===== config.mk =====
export PLATFORM = sky130hd
export DESIGN_NAME = hazard_scoreboard
export DESIGN_NICKNAME = d
export VERILOG_FILES = /design/src/rtl/hazard_scoreboard.sv
export SDC_FILE = /design/constraint.sdc
export NUM_CORES = 1
export LEC_CHECK = 0
export ABC_AREA = 1
export BUFFER_PORTS_ARGS = -buffer_cell sky130_fd_sc_hd__buf_2
export CAP_MARGIN = 30
export CORE_UTILIZATION = 50
export DETAILED_ROUTE_END_ITERATION = 8
export GPL_TIMING_DRIVEN = 0
export PLACE_DENSITY = 0.83
export SYNTH_ARGS = -nofsm -noshare
export SYNTH_HDL_FRONTEND = slang
export SYNTH_SLANG_ARGS = --single-unit

===== constraint.sdc =====
create_clock -name clk -period 6.5 [get_ports clk]
set_clock_uncertainty 0.05 [all_clocks]
set_input_delay 1.3 -clock clk [delete_from_list [all_inputs] [get_ports clk]]
set_output_delay 1.3 -clock clk [all_outputs]
set_load 0.02 [all_outputs]

===== src/rtl/hazard_scoreboard.sv =====
// hazard_scoreboard: in-order FIFO of in-flight register writers. Raises a
// decode stall when an ID source depends on a writer that has not yet reached
// a stage forwarding can serve.
// Optional feature macro: SB_WB_BYPASS_EN. When defined, a match against the
// head entry that is retiring this cycle with the same rd is ignored, because
// MEM/WB forwarding supplies the value.

module hazard_scoreboard #(
  parameter int unsigned DEPTH       = 4,
  parameter int unsigned STALL_CNT_W = 16
) (
  input  logic                   clk,
  input  logic                   rst_n,
  input  logic                   issue_valid,
  input  logic                   issue_regwrite,
  input  logic [4:0]             issue_rd,
  input  logic                   squash,
  input  logic                   wb_regwrite,
  input  logic [4:0]             wb_rd,
  input  logic [4:0]             id_rs1,
  input  logic [4:0]             id_rs2,
  input  logic                   id_use_rs1,
  input  logic                   id_use_rs2,
  output logic                   stall,
  output logic                   full,
  output logic                   empty,
  output logic                   err_overflow,
  output logic                   err_underflow,
  output logic                   err_order,
  output logic [STALL_CNT_W-1:0] stall_cycles
);

  localparam int unsigned PtrW = $clog2(DEPTH);
  localparam int unsigned CntW = PtrW + 1;

  logic [4:0]             tagQ [DEPTH];
  logic [PtrW-1:0]        headQ, headD, tailQ, tailD, wrIdx;
  logic [CntW-1:0]        countQ, countD;
  logic [DEPTH-1:0]       entryValid;
  logic                   pushReq, popReq, wrEn;
  logic                   ovfSet, unfSet, ordSet;
  logic                   hit1, hit2, bypass1, bypass2;
  logic                   errOvfQ, errUnfQ, errOrdQ;
  logic [STALL_CNT_W-1:0] stallCyclesQ;

  assign pushReq = issue_valid & issue_regwrite & (issue_rd != 5'd0);
  assign popReq  = wb_regwrite & (wb_rd != 5'd0);

  assign full  = (countQ == CntW'(DEPTH));
  assign empty = (countQ == '0);

`ifdef SB_WB_BYPASS_EN
  assign bypass1 = popReq & (wb_rd == id_rs1);
  assign bypass2 = popReq & (wb_rd == id_rs2);
`else
  assign bypass1 = 1'b0;
  assign bypass2 = 1'b0;
`endif

  // An entry is valid when its distance from head is below the occupancy.
  always_comb begin
    for (int i = 0; i < DEPTH; i++) begin
      entryValid[i] = (CntW'(PtrW'(i) - headQ) < countQ);
    end
  end

  // Compare both sources against every valid entry; bypassed head is skipped.
  always_comb begin
    hit1 = 1'b0;
    hit2 = 1'b0;
    for (int i = 0; i < DEPTH; i++) begin
      if (entryValid[i] && tagQ[i] == id_rs1 && !(bypass1 && PtrW'(i) == headQ)) hit1 = 1'b1;
      if (entryValid[i] && tagQ[i] == id_rs2 && !(bypass2 && PtrW'(i) == headQ)) hit2 = 1'b1;
    end
  end

  assign stall = (id_use_rs1 & (id_rs1 != 5'd0) & hit1) |
                 (id_use_rs2 & (id_rs2 != 5'd0) & hit2) |
                 (full & ~popReq);

  // Next-state: squash first, then pop, then push, each seeing the prior result.
  always_comb begin
    headD  = headQ;
    tailD  = tailQ;
    countD = countQ;
    wrEn   = 1'b0;
    wrIdx  = tailQ;
    ovfSet = 1'b0;
    unfSet = 1'b0;
    ordSet = 1'b0;
    if (squash) begin
      if (countD != '0) begin
        tailD  = tailD - 1'b1;
        countD = countD - 1'b1;
      end else begin
        unfSet = 1'b1;
      end
    end
    if (popReq) begin
      if (countQ == '0) begin
        unfSet = 1'b1;
      end else if (countD != '0) begin
        // A squash that took the only entry absorbs the pop silently.
        ordSet = (tagQ[headD] != wb_rd);
        headD  = headD + 1'b1;
        countD = countD - 1'b1;
      end
    end
    if (pushReq) begin
      if (countD == CntW'(DEPTH)) begin
        ovfSet = 1'b1;
      end else if (!stall) begin
        wrEn   = 1'b1;
        wrIdx  = tailD;
        tailD  = tailD + 1'b1;
        countD = countD + 1'b1;
      end
    end
  end

  // Pointer, occupancy, sticky error and stall counter state.
  always_ff @(posedge clk or negedge rst_n) begin
    if (!rst_n) begin
      headQ        <= '0;
      tailQ        <= '0;
      countQ       <= '0;
      errOvfQ      <= 1'b0;
      errUnfQ      <= 1'b0;
      errOrdQ      <= 1'b0;
      stallCyclesQ <= '0;
    end else begin
      headQ   <= headD;
      tailQ   <= tailD;
      countQ  <= countD;
      errOvfQ <= errOvfQ | ovfSet;
      errUnfQ <= errUnfQ | unfSet;
      errOrdQ <= errOrdQ | ordSet;
      if (stall && stallCyclesQ != '1) stallCyclesQ <= stallCyclesQ + 1'b1;
    end
  end

  // Tag storage needs no reset; entries are qualified by occupancy.
  always_ff @(posedge clk) begin
    if (wrEn) tagQ[wrIdx] <= issue_rd;
  end

  assign err_overflow  = errOvfQ;
  assign err_underflow = errUnfQ;
  assign err_order     = errOrdQ;
  assign stall_cycles  = stallCyclesQ;

endmodule


==> results.cfg <==
[power_and_ir_drop]
ir_drop_mv = 0.202
leakagePower_nw = 2.18
intPower_w = 0.000749
finalPower_w = 0.00139
clkPwrFrac_pct = 15.3
p_sw_share_pct = 46.0
switching_power_w = 0.000637
pwr-share-seq_pct = 30.2
p_comb_share_pct = 54.5
p_per_area_nw_per_um2 = 341

[worst_setup_path]
r2r_slack_ns = 2.86
r2r_start = countQ[0]$_DFF_PN0_
critical_path_required_ns = 5.15
r2r_cells = 17
r2r_end = tagQ[0][4]$_DFFE_PP_
cp-start-kind = register
worstSetupEndpointType = output pin
critPathKind = register to output pin
cp.arrival_ns = 3.03
worst-path-max-fanout = 10

[timing]
max_freq_mhz = 228
relSlewSlack_pct = 57.9
rsz0062_at_grt = no
setup-tns-final_ns = 0
setup_viol = 0
setup_slack_ns = 2.12
finalCritPeriodShare_pct = 67.4
hold_viol = 0
tightest_slew_ns = 0.626
period_needed_ns = 4.38
report.final.slew_viol_count = 0

[global_routing]
use_met2_pct = 40.4
gr-max-usage-layer = met2
grt_use_total_pct = 23.5
grt.met1_usage_pct = 29.5
grt_pass1_vias = 3099
grt_util_met3_pct = 2.95
grt_max_degree = 27
antenna_found_initial = 0
grt_overflow = 0
grt_pass1_wl_um = 14000

[yosys]
synth_edf_count = 20
netlist_area_um2 = 3600
synth_seq_cells = 46
synth.distinct_cells = 35
ys.flop_type = dfrtp_1
yosys_warnings = 0
yosysSeqAreaShare_pct = 34.8
postSynthAreaPerCell_um2 = 7.28
synth_fp_nets = 538
netlist_instances = 494
async_reset_ff_share_pct = 56.5

[finish]
area_growth_pct = 12.9
utilization_pct = 59.1
drive_gt1_share_pct = 19.0
nNetsFinal = 591
antennaDiodeCount = 0
final_area_um2 = 4060
fillers = 634

[run_status]
outcome = completed

[drt]
drt-initial-drc-count = 277
drc = 0
dr.pass1.iters = 4
via_per_inst = 5.07
vias = 3265
routedWlPerCell_um = 12.7
antenna_left = 0
routed_wl_um = 8190

[place]
dpl_cell_area_um2 = 3950
port_buffers = 46
place_congestion = 0.934
pre_cts_slack_ns = 2.40
hpwl_um = 6650

[clock_network]
insertion_delay_ns = 0.30
clk_pin_slew_ns = 0.09
holdBufCountCts = 0
numCtsBuffers = 5
htreeDepth = 2
cts_setup_buffers = 0
cts_buffer_depth = 2
cts.repair.resized = 0
clock_sinks = 46
cts_root_buf = clkbuf_8
tritoncts = done

[die]
initial_core_util_pct = 52.4
row_count = 30
coreArea_um2 = 6870
io_pins = 50
die_h_um = 86.8
die_area_um2 = 7540
die_w_um = 86.8

[hold_path]
min_from = err_order$_DFF_PN0_
hold_class = register to register
worstHoldPathCells = 1
hold_end = err_order$_DFF_PN0_

[job]
maxCapViolCount = 0
## registers in the layout, summed over array words and instances (netlist names)
register / flops
err_overflow: 1
err_order: 1
err_underflow: 1
countQ: 3
tailQ: 2
stall_cycles: 16
tagQ: 20
headQ: 2
## power groups by stage
stage | Sequential, W | Clock, W | Combinational, W
floorplan | 0.000420 | 0 | 0.000574
global placement | 0.000420 | 0 | 0.000717
detailed placement | 0.000423 | 0 | 0.000757
CTS | 0.000417 | 0.000216 | 0.000762
global route | 0.000424 | 0.000227 | 0.000853
finish | 0.000419 | 0.000212 | 0.000755
## synth_stat cells, types with 6 or more instances
master    instances  area share, %
xnor2_1          13            3.2
inv_1            67            7.0
a21oi_1           8            1.1
nand2_2          20            3.5
nand3_1          39            5.4
o21ai_0          11            1.5
edfxtp_1         20             17
ha_1             16            5.6
nand2_1         159             17
nor3_1            6           0.83
nor2_1           34            3.5
nand4_1          11            1.9
dfrtp_1          26             18
xor2_1           26            6.3
## worst max path at each step
stage                               from              endpoint  cells past startpoint
detailed placement                squash  tagQ[0][4]$_DFFE_PP_                     15
global route        headQ[1]$_DFFE_PN0P_                 stall                     13
floorplan                      id_rs1[3]                 stall                     11
global placement                  squash  tagQ[3][2]$_DFFE_PP_                     15
finish              headQ[1]$_DFFE_PN0P_                 stall                     15
CTS                 headQ[1]$_DFFE_PN0P_                 stall                     15
## routing by layer
metal / part of all wire (%) / routed length, µm
met5: 0 / 0
met4: 3.2 / 261
met3: 5.3 / 433
met2: 48 / 3960
met1: 43 / 3540
## stage by stage
step / instances / hold slack, ns
3_5_place_dp: 636 / 0.411
4_1_cts: 644 / 0.434
2_1_floorplan: 494 / 0.525
6_report: 644 / 0.432
3_3_place_gp: 636 / 0.394
5_1_grt: 644 / 0.454
## area by class of cell
type                            count  area, µm²  share of cell area (%)
Buffer                              8       70.1                    1.73
Timing Repair Buffer               46        230                    5.67
Clock inverter                      3       43.8                    1.08
Inverter                           73        279                    6.87
Clock buffer                        5       68.8                    1.69
Tap cell                           96        120                    2.96
Multi-Input combinational cell    367       2000                    49.2
Sequential cell                    46       1250                    30.8
## cells by family (layout without fill, tap and decap cells)
family | count (synthesis) | in the layout | share of synthesized area (%)
simple gates | 287 | 287 | 36.2
fa+ha+maj | 16 | 16 | 5.56
compound gates | 25 | 25 | 4.31
buf+inv | 81 | 135 | 9.70
xor+xnor | 39 | 39 | 9.49
flops | 46 | 46 | 34.8
## cells in the final DEF, fill, tap and decap left out, types with 2 or more instances in the layout
master	instances
nand2_4	3
nor2_1	34
o21ai_0	11
xnor2_1	13
nand2_1	159
buf_6	2
buf_2	50
nand2_2	20
a21oi_1	8
nand3_1	39
clkbuf_8	5
nand3_2	2
nand4_1	11
a21oi_2	3
edfxtp_1	20
ha_1	16
nor2_2	3
nor3_1	6
nand3b_1	2
o21bai_1	2
inv_1	67
xor2_1	26
inv_2	4
nor4_1	2
inv_6	2
dfrtp_1	26
## worst max-delay path, cell delays in order, from the launching register on
cell,delay (ns)
dfrtp_1,0.53
clkinv_1,0.32
ha_1,0.41
inv_1,0.05
ha_1,0.26
nand2_1,0.06
inv_1,0.05
a21oi_2,0.16
nand3_2,0.10
nand2_2,0.09
nor2_2,0.04
nor2_2,0.13
nor2_4,0.07
nand2_4,0.13
buf_6,0.16
buf_2,0.17
No activity file was read; power rests on OpenSTA's default activity.
